$ cat src/rtl/weight_loader_if.sv
// Weight stream channel into the weight loader: a single valid/ready word stream.
// The producer drives s_valid/s_data, the loader answers with s_ready.
interface weight_loader_if #(
   parameter int W_BITWIDTH = 8
);
   logic                  s_valid;
   logic                  s_ready;
   logic [W_BITWIDTH-1:0] s_data;

   modport master (output s_valid, output s_data, input s_ready);
   modport slave  (input s_valid, input s_data, output s_ready);
endinterface

$ cat src/rtl/weight_loader.sv
// Weight buffer write front end: demultiplexes one weight stream column-major into per-column FIFOs.
// Optional `WEIGHT_LOADER_CHECK_EN builds a sticky protocol-error flag on err.
module weight_loader #(
   parameter int SYS_COLS   = 4,
   parameter int W_BITWIDTH = 8,
   parameter int W_ROWS     = 16,
   parameter int TILE_W     = 8
) (
   input  logic                           clk,
   input  logic                           rst,
   input  logic                           start,
   input  logic [TILE_W-1:0]              num_tiles,
   weight_loader_if.slave                 strm,
   input  logic [SYS_COLS-1:0]            col_full,
   output logic [SYS_COLS-1:0]            col_wr_en,
   output logic [SYS_COLS*W_BITWIDTH-1:0] col_wr_data,
   output logic                           busy,
   output logic                           done,
   output logic                           err
);
   localparam int ROW_W = (W_ROWS > 1) ? $clog2(W_ROWS) : 1;
   localparam int COL_W = (SYS_COLS > 1) ? $clog2(SYS_COLS) : 1;
   localparam logic [ROW_W-1:0] ROW_LAST = ROW_W'(W_ROWS - 1);
   localparam logic [COL_W-1:0] COL_LAST = COL_W'(SYS_COLS - 1);

   typedef enum logic [1:0] {IDLE, LOAD, DONE} state_t;

   state_t             state_q, state_d;
   logic [ROW_W-1:0]   row_cnt;
   logic [COL_W-1:0]   col_cnt;
   logic [TILE_W-1:0]  tile_cnt;
   logic [TILE_W-1:0]  tiles_reg;
   logic               fire;
   logic               last_word;

   // Only the FIFO currently being filled can stall the stream.
   assign strm.s_ready = (state_q == LOAD) && !col_full[col_cnt];
   assign fire         = strm.s_valid && strm.s_ready;
   assign last_word    = (row_cnt == ROW_LAST) && (col_cnt == COL_LAST)
                         && (tile_cnt == tiles_reg - TILE_W'(1));

   assign col_wr_data = {SYS_COLS{strm.s_data}};
   assign busy        = (state_q == LOAD);
   assign done        = (state_q == DONE);

   always_comb begin
      // NOTE: every always_comb output gets a default first so no path can infer a latch.
      col_wr_en = '0;
      if (fire) col_wr_en[col_cnt] = 1'b1;
   end

   always_comb begin
      state_d = state_q;
      unique case (state_q)
         IDLE:    if (start) state_d = LOAD;
         LOAD:    if (fire && last_word) state_d = DONE;
         DONE:    state_d = IDLE;
         default: state_d = IDLE;
      endcase
   end

   // NOTE: sequential state uses non-blocking assignments so all registers update from pre-edge values.
   always_ff @(posedge clk) begin
      if (rst) state_q <= IDLE;
      else     state_q <= state_d;
   end

   always_ff @(posedge clk) begin
      if (rst) begin
         row_cnt   <= '0;
         col_cnt   <= '0;
         tile_cnt  <= '0;
         tiles_reg <= '0;
      end else if (state_q == IDLE && start) begin
         tiles_reg <= (num_tiles == '0) ? TILE_W'(1) : num_tiles;
         row_cnt   <= '0;
         col_cnt   <= '0;
         tile_cnt  <= '0;
      end else if (fire) begin
         if (row_cnt == ROW_LAST) begin
            row_cnt <= '0;
            if (col_cnt == COL_LAST) begin
               col_cnt  <= '0;
               tile_cnt <= tile_cnt + TILE_W'(1);
            end else begin
               col_cnt <= col_cnt + COL_W'(1);
            end
         end else begin
            row_cnt <= row_cnt + ROW_W'(1);
         end
      end
   end

`ifdef WEIGHT_LOADER_CHECK_EN
   logic err_q;

   // Stray words outside LOAD and restarts during LOAD both latch until reset.
   always_ff @(posedge clk) begin
      if (rst) begin
         err_q <= 1'b0;
      end else if ((state_q != LOAD && strm.s_valid) || (state_q == LOAD && start)) begin
         err_q <= 1'b1;
      end
   end

   assign err = err_q;
`else
   assign err = 1'b0;
`endif
endmodule

$ cat src/flat_wrapper.sv
// flat-port wrapper written by rule: the top's interface ports become plain ports
module weight_loader_flat 
#(
   parameter int SYS_COLS   = 4,
   parameter int W_BITWIDTH = 8,
   parameter int W_ROWS     = 16,
   parameter int TILE_W     = 8
)
  (clk, rst, start, num_tiles, col_full, col_wr_en, col_wr_data, busy, done, err, strm_s_valid, strm_s_data, strm_s_ready);
  weight_loader_if #(.W_BITWIDTH(W_BITWIDTH)) strm_i ();
  input  logic clk;
  input  logic rst;
  input  logic start;
  input  logic [TILE_W-1:0] num_tiles;
  input  logic [SYS_COLS-1:0] col_full;
  output logic [SYS_COLS-1:0] col_wr_en;
  output logic [SYS_COLS*W_BITWIDTH-1:0] col_wr_data;
  output logic busy;
  output logic done;
  output logic err;
  input wire logic [$bits(strm_i.s_valid)-1:0] strm_s_valid;
  input wire logic [$bits(strm_i.s_data)-1:0] strm_s_data;
  output wire logic [$bits(strm_i.s_ready)-1:0] strm_s_ready;
  assign strm_i.s_valid = strm_s_valid;
  assign strm_i.s_data = strm_s_data;
  assign strm_s_ready = strm_i.s_ready;
  weight_loader #(.SYS_COLS(SYS_COLS), .W_BITWIDTH(W_BITWIDTH), .W_ROWS(W_ROWS), .TILE_W(TILE_W)) u_core (.clk(clk), .rst(rst), .start(start), .num_tiles(num_tiles), .strm(strm_i), .col_full(col_full), .col_wr_en(col_wr_en), .col_wr_data(col_wr_data), .busy(busy), .done(done), .err(err));
endmodule
$ cat config.mk
export PLATFORM = sky130hd
export DESIGN_NAME = weight_loader_flat
export DESIGN_NICKNAME = d
export VERILOG_FILES = /design/src/rtl/weight_loader_if.sv /design/src/rtl/weight_loader.sv /design/src/flat_wrapper.sv
export SDC_FILE = /design/constraint.sdc
export NUM_CORES = 1
export LEC_CHECK = 0
export CAP_MARGIN = 20
export CORE_UTILIZATION = 40
export DETAILED_ROUTE_END_ITERATION = 16
export GPL_ROUTABILITY_DRIVEN = 0
export HOLD_SLACK_MARGIN = 0.1
export PLACE_DENSITY = 0.74
export SLEW_MARGIN = 20
export SYNTH_ARGS = -nofsm -noshare
export SYNTH_HDL_FRONTEND = slang
export SYNTH_SLANG_ARGS = --single-unit
$ cat constraint.sdc
create_clock -name clk -period 2.3 [get_ports clk]
set_input_delay 0.23 -clock clk [delete_from_list [all_inputs] [get_ports clk]]
set_output_delay 0.23 -clock clk [all_outputs]
set_load 0.05 [all_outputs]
== Word level (Yosys, flattened, before mapping) ==
Index checks and enable logic that the tools add are counted.

* $add $sub $neg: 4
* Order comparisons: 2
* Equal/unequal tests: 7
* Muxes and demuxes: 11
* Reduce and logical (&&, ||, !) cells: 14

{| class="wikitable"
|+ Operator list
! cell !! count
|-
| $add A8 B1 Y8 const B || 1
|-
| $eq A8 B8 Y1 || 1
|-
| $logic_not A8 Y1 || 1
|-
| $mux W4 || 2
|-
| $mux W8 || 1
|-
| $sub A8 B1 Y8 const B || 1
|-
| $logic_and A1 B1 Y1 || 7
|-
| $mux W2 || 3
|-
| $add A4 B1 Y4 const B || 1
|-
| $eq A2 B2 Y1 const B || 2
|-
| $eq A4 B4 Y1 const B || 1
|-
| $pmux W2 S2 || 1
|-
| $reduce_and A2 Y1 || 2
|-
| $lt A2 B3 Y1 const B || 1
|-
| $reduce_and A3 Y1 || 1
|-
| $add A2 B1 Y2 const B || 1
|-
| $bmux W1 S2 || 1
|-
| $demux W1 S2 || 1
|-
| $eq A2 B1 Y1 const B || 1
|-
| $ge A2 B1 Y1 const B || 1
|-
| $logic_not A2 Y1 || 1
|-
| $mux W1 || 2
|-
| $ne A2 B1 Y1 const B || 1
|-
| $ne A2 B2 Y1 const B || 1
|-
| 2 further kinds || 2
|}

* Bits in registers: 24
* Input bits: 24
* Output and inout port bits: 40
* Word-level logic and storage cells: 43

== Longest topological paths before layout ==
* Depth in word-level cells: 8
* Gate-level depth with buffers: 7
* Depth with buffers taken out: 7

== Worst setup path after synthesis ==
Ideal clock, no wire load.

* Path type: register to output
* From: reg u_core.col_cnt[0]
* To: out strm_s_ready
* Data arrival time: 2369 ps
* Path slack: -299 ps
* Stages on the path, launching flop included: 3
* Cell sequence: dfxtp_1 -> mux2_4 -> o41ai_1

* Longest elaborated chain between the ends: 4

{| class="wikitable"
|+ Ends and longest elaborated chain
! element !! line !! source
|-
| start, declared || weight_loader.sv:30 || <nowiki>logic [COL_W-1:0] col_cnt;</nowiki>
|-
| start signal, assigned || weight_loader.sv:86 || <nowiki>col_cnt <= col_cnt + COL_W'(1);</nowiki>
|-
| $bmux W1 S2 || weight_loader.sv:37 || <nowiki>assign strm.s_ready = (state_q == LOAD) && !col_full[col_cnt];</nowiki>
|-
| $mux W1 (implied by the code) || weight_loader.sv:37 ||
|-
| $logic_not A1 Y1 || weight_loader.sv:37 ||
|-
| $logic_and A1 B1 Y1 || weight_loader.sv:37 ||
|-
| end, declared || flat_wrapper.sv:23 || <nowiki>output wire logic [$bits(strm_i.s_ready)-1:0] strm_s_ready;</nowiki>
|}

Every way passes these cells. The select of a mux whose other input is x is not followed.

== Final worst setup path ==
* From: reg u_core.state_q[0]
* To: out busy

* Longest elaborated chain between the ends: 1

{| class="wikitable"
|+ Ends and longest elaborated chain
! element !! line !! source
|-
| start, declared || weight_loader.sv:28 || <nowiki>state_t state_q, state_d;</nowiki>
|-
| start signal, assigned || weight_loader.sv:65 || <nowiki>else state_q <= state_d;</nowiki>
|-
| $eq A2 B1 Y1 || weight_loader.sv:43 || <nowiki>assign busy = (state_q == LOAD);</nowiki>
|-
| end, declared || flat_wrapper.sv:18 || <nowiki>output logic busy;</nowiki>
|}

Every way passes these cells.

==> metrics <==
outcome=completed; overall die width=66.16 um; remaining global-route overflow=0; maximum level of the CTS H-tree=1; Power Density=~530 nW/um^2; placeable core region=3799 um^2; endpoints failing setup=0; post-route insts no fill=240; die boundary height=66.16 um; synth unique cells=37; final-layout setup total negative slack=0 ns; Inserted Diodes=0; ratio of cells with drive above 1 in the final layout=0.09896; vias post-DR=around 1,200; net switching power=approximately 0.23 mW; worst slack after detailed placement=0.3297 ns; count of final max-slew check failures=0; maximum number of pins on one net before global-route repair=15; syn_nets=233; flip-flop and latch area=480.5 um^2; commonest non-fill, non-tap cell in the layout=sky130_fd_sc_hd__nand2_1; Hold Buf Count CTS=0; proportion of power drawn by the clock network=0.384; Internal=0.7376 mW; static leakage power=0.6841 nW; CTS tree=yes; Wirelength per Cell=11.67 um; highest-count cells in the layout ignoring fill and taps=25 x sky130_fd_sc_hd__nand2_1, 24 x sky130_fd_sc_hd__dfxtp_1, 17 x sky130_fd_sc_hd__clkdlybuf4s50_1; RSZ-0062 raised after global routing=no; r2r worst-path depth=6; drt total wl=2800 um; met3 global-route usage=0.02069; global routing usage summed across all routing layers=0.1424; skew final=0.004133 ns; area of the mapped netlist=between 1500 and 2000 um^2; clk_lat worst skew=0.27 ns; number of DRC markers in iteration 0=39; shortest clock period the worst path allows after layout=2.025 ns; part of the total power dissipated in combinational logic=0.159; global routing met2 resource utilization=0.2207; Reg power frac=0.457; post-route setup slack=approximately 0.28 ns; number of antenna violations at the first check in global routing=0; maximum clock path buffer count=2; via count normalized by instance count=5.021; Worst setup EP type=output pin; Highest Clock Rate=493.8 MHz; number of input and output port buffers inserted=22; number of iterations in the first detailed-routing pass=4; share of flip-flops with an asynchronous set or reset=0; synthesis warning total=0; wire length of the first global-routing pass=4850 um; Area Overhead vs Synth=9.574%; fraction of the cycle the final worst path needs=0.8804; worst min-delay path class=in -> out; top fanout value on the critical path=5; Initial Utilization=0.4335; HPWL after DPL=2091 um; clk root buf=sky130_fd_sc_hd__clkbuf_8; cells taking the most area after synthesis=sky130_fd_sc_hd__dfxtp_1 29%, sky130_fd_sc_hd__buf_4 15%, sky130_fd_sc_hd__xor2_1 5.9%; arrival time at the worst endpoint=1.79 ns; vias in the first global route=about 1,100; most area-hungry cell type in the Yosys netlist=sky130_fd_sc_hd__dfxtp_1; Hold Path Cell Cnt=0; actual transition at the worst max-transition pin=0.5576 ns; Die ar.=4377 um^2; startpoint type of the worst setup path=register; reported max-cap violation count=0; post-cts sizing count=0; Slew headroom=0.6283; global-route met1 utilization=0.1873; Syn Inst Count=202; number of nets in the final layout=224; busiest grt layer=met2; Clock Sink Count=24; Yosys top cell area share=0.2918; Final Hold Violating Endpoints=0; Post-DRT Antenna Nets=0; average instance area after synthesis=8.151 um^2; portion of the post-synthesis area used by sequential elements=0.2918; Reg clk slew, reported paths=0.09 ns; highest ir drop seen on vdd=0.0002128 V; multi-input combinational cell area=a little under 900 um^2; TritonCTS buffer count=3; Synth Flop Type=sky130_fd_sc_hd__dfxtp_1; FF+latch count, synth=24; post-CTS setup buffers=0; # IOs=64; CP required=approximately 2.1 ns; count of standard-cell rows=22; Post-synth EDFFs=0; type of the worst setup path=reg -> out; Power, Total=0.9634 mW; switching part of the total=0.2343; Layout fillers=369; # DRC=0; placed cell count=236
[power groups by stage]
stage,registers (mW),logic [mW],clock network (mW)
finish,0.440,0.154,0.370
global route,0.442,0.169,0.407
CTS,0.440,0.155,0.384
detailed placement,0.449,0.154,0
global placement,0.449,0.152,0
floorplan,0.446,0.252,0
[final cells by class]
cell class	instances	area share
clock inverters	1	0.01664
well taps	48	0.03329
inverters	5	0.01040
flip-flops and latches	24	0.2663
repair buffers	25	0.1623
multi-input cells	134	0.4882
clock buffers	3	0.02288
[final timing paths]
check	start	end	slack [ns]
setup / recovery	u_core.state_q[0]$_SDFFE_PP0P_	busy	0.28
hold / removal	strm_s_data[4]	col_wr_data[20]	0.46
setup reg to reg	u_core.tiles_reg[0]$_SDFFE_PP0P_	u_core.state_q[0]$_SDFFE_PP0P_	0.34
hold reg to reg	u_core.tiles_reg[7]$_SDFFE_PP0P_	u_core.tiles_reg[7]$_SDFFE_PP0P_	0.47
[routing by layer]
metal | wire length (um) | vias to the layer above
li1 | - | 622
met1 | 1333 | 553
met3 | 144 | 4
met4 | 49 | 0
met5 | 0 | -
met2 | 1272 | 26
[cells by family after synthesis]
group / synth area share
adders and majority gates: 0.05319
AOI/OAI and AO/OA: 0.09955
DFF: 0.2918
muxes: 0.02735
and+or+nand+nor: 0.2523
buffers and inverters: 0.1778
other: 0.002277
xor gates and xnor gates: 0.09574
[critical path: stages, from the launching register on]
cell	delay [ns]
sky130_fd_sc_hd__dfxtp_1	0.39
sky130_fd_sc_hd__inv_1	0.10
sky130_fd_sc_hd__nor2_1	0.20
sky130_fd_sc_hd__clkdlybuf4s50_1	0.84
[stage by stage]
step | area [um^2] | hold slack [ns] | utilization
6_report | 1804 | 0.4600 | 0.4750
5_1_grt | 1804 | 0.4602 | 0.4750
4_1_cts | 1804 | 0.4609 | 0.4750
3_5_place_dp | 1733 | 0.4609 | 0.4562
3_3_place_gp | 1733 | 0.4584 | 0.4562
2_1_floorplan | 1654 | 0.3660 | -
[cell usage after synthesis, drive strengths merged, types with 5 or more instances]
cell,instances
ha,7
dfxtp,24
a21oi,14
or3,5
xnor2,7
nand3,9
buf,36
inv,5
nor2,13
and2,7
nand2,25
xor2,11
(Power assumes the default switching activity.)
